File: src/rtl/mips_pkg.sv
// Shared types and constants for the instruction-memory responder.
package mips_pkg;

   localparam int INSTR_W = 32;
   localparam int CNT_W   = 4;

   typedef enum logic [1:0] {
      IDLE = 2'd0,
      WAIT = 2'd1,
      RESP = 2'd2
   } imem_state_e;

   // Counter preload for a given accept-to-response latency (1..15).
   function automatic logic [CNT_W-1:0] lat_preload(input int latency);
      return CNT_W'(latency - 1);
   endfunction

endpackage

File: src/rtl/imem_responder_if.sv
// Fetch request/response handshake plus program-load port of the instruction memory.
interface imem_responder_if #(
   parameter int ADDR_W = 5,
   parameter int DATA_W = 32
);
   logic              req_valid;
   logic              req_ready;
   logic [ADDR_W-1:0] req_addr;
   logic              rsp_valid;
   logic              rsp_ready;
   logic [DATA_W-1:0] rsp_data;
   logic              rsp_err;
   logic              load_en;
   logic [ADDR_W-3:0] load_idx;
   logic [DATA_W-1:0] load_data;

   modport master (
      output req_valid, req_addr, rsp_ready, load_en, load_idx, load_data,
      input  req_ready, rsp_valid, rsp_data, rsp_err
   );

   modport slave (
      input  req_valid, req_addr, rsp_ready, load_en, load_idx, load_data,
      output req_ready, rsp_valid, rsp_data, rsp_err
   );
endinterface

File: src/rtl/imem_array.sv
// Instruction storage: one synchronous write port, one asynchronous read port, never reset.
module imem_array #(
   parameter int IDX_W  = 3,
   parameter int DATA_W = 32
) (
   input  logic              clk,
   input  logic              we,
   input  logic [IDX_W-1:0]  widx,
   input  logic [DATA_W-1:0] wdata,
   input  logic [IDX_W-1:0]  ridx,
   output logic [DATA_W-1:0] rdata
);

   logic [DATA_W-1:0] mem [2**IDX_W];

   always_ff @(posedge clk) begin
      if (we) begin
         mem[widx] <= wdata;
      end
   end

   // Async read sees the pre-edge contents, so a same-cycle load returns the old word.
   assign rdata = mem[ridx];

endmodule

File: src/rtl/imem_responder.sv
// Fixed-latency instruction fetch responder; one fetch in flight at a time.
// Optional misaligned-address error reporting: define IMEM_MISALIGN_CHECK_EN.
//
// state | meaning
// IDLE  | ready for a request, req_ready=1
// WAIT  | word latched, counting down to the response edge
// RESP  | rsp_valid=1, data held until rsp_ready
module imem_responder
   import mips_pkg::*;
#(
   parameter int ADDR_W  = 5,
   parameter int DATA_W  = INSTR_W,
   parameter int LATENCY = 2
) (
   input  logic              clk,
   input  logic              rst_n,
   imem_responder_if.slave   bus
);

   localparam int               IDX_W    = ADDR_W - 2;
   localparam logic [CNT_W-1:0] CNT_INIT = lat_preload(LATENCY);

   imem_state_e       state;
   logic [CNT_W-1:0]  cnt;
   logic [DATA_W-1:0] pend_data;
   logic              pend_err;
   logic              rsp_valid_q;
   logic [DATA_W-1:0] rsp_data_q;
   logic              rsp_err_q;

   logic [DATA_W-1:0] rd_word;
   logic [DATA_W-1:0] fetch_word;
   logic              fetch_err;

   imem_array #(
      .IDX_W  (IDX_W),
      .DATA_W (DATA_W)
   ) u_array (
      .clk   (clk),
      .we    (bus.load_en),
      .widx  (bus.load_idx),
      .wdata (bus.load_data),
      .ridx  (bus.req_addr[ADDR_W-1:2]),
      .rdata (rd_word)
   );

`ifdef IMEM_MISALIGN_CHECK_EN
   always_comb begin
      fetch_err  = |bus.req_addr[1:0];
      fetch_word = fetch_err ? '0 : rd_word;
   end
`else
   logic unused_addr_lsb;
   assign unused_addr_lsb = ^bus.req_addr[1:0];

   always_comb begin
      fetch_err  = 1'b0;
      fetch_word = rd_word;
   end
`endif

   // LATENCY=1 still passes through WAIT with a zero count, keeping the
   // response exactly LATENCY edges after the accept for every setting.
   always_ff @(posedge clk or negedge rst_n) begin
      if (!rst_n) begin
         state       <= IDLE;
         cnt         <= '0;
         pend_data   <= '0;
         pend_err    <= 1'b0;
         rsp_valid_q <= 1'b0;
         rsp_data_q  <= '0;
         rsp_err_q   <= 1'b0;
      end else begin
         case (state)
            IDLE: begin
               if (bus.req_valid) begin
                  pend_data <= fetch_word;
                  pend_err  <= fetch_err;
                  cnt       <= CNT_INIT;
                  state     <= WAIT;
               end
            end
            WAIT: begin
               if (cnt == '0) begin
                  state       <= RESP;
                  rsp_valid_q <= 1'b1;
                  rsp_data_q  <= pend_data;
                  rsp_err_q   <= pend_err;
               end else begin
                  cnt <= cnt - 1'b1;
               end
            end
            RESP: begin
               if (bus.rsp_ready) begin
                  state       <= IDLE;
                  rsp_valid_q <= 1'b0;
                  rsp_data_q  <= '0;
                  rsp_err_q   <= 1'b0;
               end
            end
            default: begin
               state <= IDLE;
            end
         endcase
      end
   end

   assign bus.req_ready = (state == IDLE);
   assign bus.rsp_valid = rsp_valid_q;
   assign bus.rsp_data  = rsp_data_q;
   assign bus.rsp_err   = rsp_err_q;

endmodule

File: src/flat_wrapper.sv
// flat-port wrapper written by rule: the top's interface ports become plain ports
module imem_responder_flat import mips_pkg::*;
#(
   parameter int ADDR_W  = 5,
   parameter int DATA_W  = INSTR_W,
   parameter int LATENCY = 2
)
  (clk, rst_n, bus_req_valid, bus_req_addr, bus_rsp_ready, bus_load_en, bus_load_idx, bus_load_data, bus_req_ready, bus_rsp_valid, bus_rsp_data, bus_rsp_err);
  imem_responder_if #(.ADDR_W(ADDR_W), .DATA_W(DATA_W)) bus_i ();
  input  logic clk;
  input  logic rst_n;
  input wire logic [$bits(bus_i.req_valid)-1:0] bus_req_valid;
  input wire logic [$bits(bus_i.req_addr)-1:0] bus_req_addr;
  input wire logic [$bits(bus_i.rsp_ready)-1:0] bus_rsp_ready;
  input wire logic [$bits(bus_i.load_en)-1:0] bus_load_en;
  input wire logic [$bits(bus_i.load_idx)-1:0] bus_load_idx;
  input wire logic [$bits(bus_i.load_data)-1:0] bus_load_data;
  output wire logic [$bits(bus_i.req_ready)-1:0] bus_req_ready;
  output wire logic [$bits(bus_i.rsp_valid)-1:0] bus_rsp_valid;
  output wire logic [$bits(bus_i.rsp_data)-1:0] bus_rsp_data;
  output wire logic [$bits(bus_i.rsp_err)-1:0] bus_rsp_err;
  assign bus_i.req_valid = bus_req_valid;
  assign bus_i.req_addr = bus_req_addr;
  assign bus_i.rsp_ready = bus_rsp_ready;
  assign bus_i.load_en = bus_load_en;
  assign bus_i.load_idx = bus_load_idx;
  assign bus_i.load_data = bus_load_data;
  assign bus_req_ready = bus_i.req_ready;
  assign bus_rsp_valid = bus_i.rsp_valid;
  assign bus_rsp_data = bus_i.rsp_data;
  assign bus_rsp_err = bus_i.rsp_err;
  imem_responder #(.ADDR_W(ADDR_W), .DATA_W(DATA_W), .LATENCY(LATENCY)) u_core (.clk(clk), .rst_n(rst_n), .bus(bus_i));
endmodule
File: config.mk
export PLATFORM = sky130hd
export DESIGN_NAME = imem_responder_flat
export DESIGN_NICKNAME = d
export VERILOG_FILES = /design/src/rtl/mips_pkg.sv /design/src/rtl/imem_responder_if.sv /design/src/rtl/imem_array.sv /design/src/rtl/imem_responder.sv /design/src/flat_wrapper.sv
export SDC_FILE = /design/constraint.sdc
export NUM_CORES = 1
export LEC_CHECK = 0
export CAP_MARGIN = 20
export CORE_ASPECT_RATIO = 1.4
export CORE_MARGIN = 3
export CORE_UTILIZATION = 53
export DETAILED_ROUTE_END_ITERATION = 10
export GPL_TIMING_DRIVEN = 0
export PLACE_DENSITY = 0.75
export SYNTH_ARGS = -nofsm -noshare
export SYNTH_HDL_FRONTEND = slang
export SYNTH_HIERARCHICAL = 1
export SYNTH_SLANG_ARGS = --single-unit
File: constraint.sdc
create_clock -name clk -period 1.6 [get_ports clk]
set_clock_uncertainty 0.15 [all_clocks]
set_input_delay 0.32 -clock clk [delete_from_list [all_inputs] [get_ports clk]]
set_output_delay 0.32 -clock clk [all_outputs]
set_load 0.01 [all_outputs]
==> reports/results.tsv <==
stage	metric	value	unit
global_routing	grt_overflow	0	
cts	clk_pin_slew	0.07	ns
sta	worst_slew_pin_slew	0.9020	ns
pwr	p_sw_share	26.32	%
drt	vias_per_cell	5.739	
yosys	syn-num-nets	684	
cts	cts_sinks	327	
pwr	pwr-share-seq	46.8	%
layout	fin_cells	1120	
yosys	ys_warn_count	6	
yosys	ys_seq_area_share	73.52	%
layout	layout.nets	836	
die	rows	66	
die	pin_count	80	
yosys	yosysMostFrequentCell	edfxtp_1	
setup_path	reg2reg_depth	7	
global_routing	track_usage	21.47	%
place	gp_congestion	0.7453	
die	die-width	137.7	microns
sta	drv_slew	0	
global_routing	antenna_found_initial	2	
yosys	syn_inst	637	
yosys	avgSynthCellArea	20.21	sq um
cts	root_buffer	clkbuf_16	
setup_path	r2r_slack	-0.10	ns
pwr	p_comb_share	23.5	%
pwr	p_int	17.23	mW
pwr	power	23.39	mW
sta	hold_viol	0	
cts	clock_path_buffers	3	
yosys	synth_edf_count	256	
global_routing	first_global_vias	6967	
die	initial_utilization	54.70	%
drt	drt_pass1_iterations	5	
global_routing	grt_pass1_wl	41640	microns
pwr	power.leakage	5.706	nW
setup_path	end_kind	register	
sta	finalWorstSetupSlack	-0.1001	ns
pwr	p_per_area	1484	nW/um^2
drt	ant_nets	0	
drt	wl_per_cell	24.21	microns
pwr	p_sw	6.155	mW
die	die_h	190.4	microns
yosys	synth_ff_type	edfxtp_1	
layout	num-fill-cells	1521	
global_routing	grt_max_degree	72	
worst_hold_path	hold_depth	3	
sta	fin_crit	1.700	ns
die	core_area	23540	sq um
sta	post-route-period-util	106.3	%
cts	cts_buffers	30	
setup_path	crit_path_start_kind	register	
layout	layout-drive-gt1-share	41.08	%
drt	finalWirelength	27120	microns
place	dp.cells	1027	
yosys	netlist.area_leader.share	59.71	%
pwr	ir_drop	1142	uV
setup_path	arrival	1.99	ns
die	dieArea	26220	sq um
cts	htree_levels	1	
sta	fmax	0.5882	GHz
yosys	async_flop_share	21.71	%
drt	vias	6428	
run	drv_cap	0	
sta	rsz0062_at_grt	yes	
setup_path	critical_path_class	register to register	
setup_path	worst_ep_required_time	1.89	ns
layout	syn_to_final_growth	22.39	%
yosys	synth_area_leader_cell	edfxtp_1	
drt	drc_errors	0	
yosys	synth_cell_type_count	34	
setup_path	crit_fanout	8	
worst_hold_path	min_path_type	input pin to register	
sta	setup_viol	71	
cts	cts_tree	yes	
place	hpwl	15970	microns
cts	clock_latency	0.55	ns
yosys	synth_area	12870	sq um
outcome	status	finished with violations	
yosys	ys_ff_latch	327	
sta	timing.slew.headroom	39.86	%
yosys	synthTopCellsByCount	256 x edfxtp_1, 71 x dfrtp_1, 40 x mux4_1	
place	io_buffers	73	
yosys	yosys-top-cells-area	edfxtp_1 60%, dfrtp_1 14%, mux4_1 8.2%	
pwr	p_clk_share	29.6	%
outcome	failed_checks	setup timing	
drt	drt-initial-drc-count	593	
-- stage by stage --
stage / TNS, ns / area [sq um] / hold slack, ns / setup WS, ns / utilization [%]
after floorplan: -24.63 / 13010 / -0.1256 / -0.3183 / -
after global placement: -514.43 / 14120 / 0.3107 / -2.270 / 59.99
after detailed placement: -219.57 / 14340 / 0.3186 / -1.072 / 60.92
after CTS: -2.041 / 15630 / 0.2145 / -0.1008 / 66.40
after global routing: -6.710 / 15760 / 0.2364 / -0.1484 / 66.95
final: -3.323 / 15760 / 0.2489 / -0.1001 / 66.95
-- state kept, by name, summed over array words and instances (netlist names) --
name,flops
u_core/cnt,4
u_core/bus.rsp_data,32
u_core/u_array/mem,256
u_core/pend_data,32
u_core/state,2
u_core/bus.rsp_valid,1
-- cell usage in the layout (no fill, tap or decap), types with 4 or more instances in the layout --
master,instances
nand3_2,7
clkdlybuf4s50_1,36
o21ai_2,13
clkbuf_8,7
buf_2,44
dfrtp_1,71
buf_8,9
buf_12,14
buf_6,15
mux4_2,62
mux2_2,7
nand3_4,4
clkinv_2,4
buf_4,30
nand3_1,24
edfxtp_1,256
mux2_4,57
nand2_1,37
clkbuf_16,32
nor2_4,6
o21ai_1,19
clkbuf_1,9
-- layer usage --
layer	GRT usage [%]	vias to the layer above	wire length [microns]
li1	-	2829	-
met4	5.589	2	660
met5	0	-	12
met1	28.81	3330	10690
met3	3.511	53	1511
met2	36.86	214	14240
-- kinds of logic after synthesis --
kind of cell | share of synthesized area (%)
other | 0.02913
adders and majority gates | 0.1944
muxes | 18.84
AOI/OAI and AO/OA | 1.565
buffers and inverters | 2.206
and+or+nand+nor | 3.654
DFF | 73.52
-- power by group through the flow --
stage	sequential (mW)	clock, mW	combinational (mW)
2_1_floorplan	11.1	0	2.59
3_3_place_gp	11.0	0	4.23
3_5_place_dp	11.1	0	4.41
4_1_cts	10.9	7.06	5.15
5_1_grt	11.1	7.45	5.85
6_report	11.0	6.93	5.50
-- layout make-up --
type                    instances  area [sq um]  share of cell area [%]
clock buffers                  47         905.9                   5.749
flip-flops and latches        327          9464                   60.06
repair buffers                120          1150                   7.298
inverters                       2         7.507                 0.04765
diodes                          1         2.502                 0.01588
well taps                     306         382.9                   2.430
clock inverters                 9         72.57                  0.4606
plain buffers                  39         396.6                   2.517
multi-input cells             269          3374                   21.42
-- repair_timing --
action,CTS,global route
hold endpoints to repair,71,0
pin swaps,24,7
buffers inserted,28,1
hold buffers,1,0
endpoints found under the setup margin,308,77
cloned,6,1
resized for setup,258,27
-- worst paths after layout --
path / from / endpoint
worst min register to register: u_core/bus.rsp_valid / u_core/bus.rsp_valid
min in group asynchronous: rst_n / u_core/pend_data[23]
worst max register to register: u_core/cnt[1] / u_core/cnt[0]
max in group asynchronous: rst_n / u_core/bus.rsp_data[3]
worst max-delay path: u_core/cnt[1] / u_core/cnt[0]
worst min-delay path: bus_req_addr[3] / u_core/pend_data[31]
-- critical path: stages (launching register included) --
cell,delay (ns)
dfrtp_1,0.40
inv_2,0.09
ha_4,0.13
nor3b_4,0.22
buf_6,0.16
buf_12,0.15
nor3b_4,0.05
a311oi_2,0.25
(Power assumes the default switching activity.)
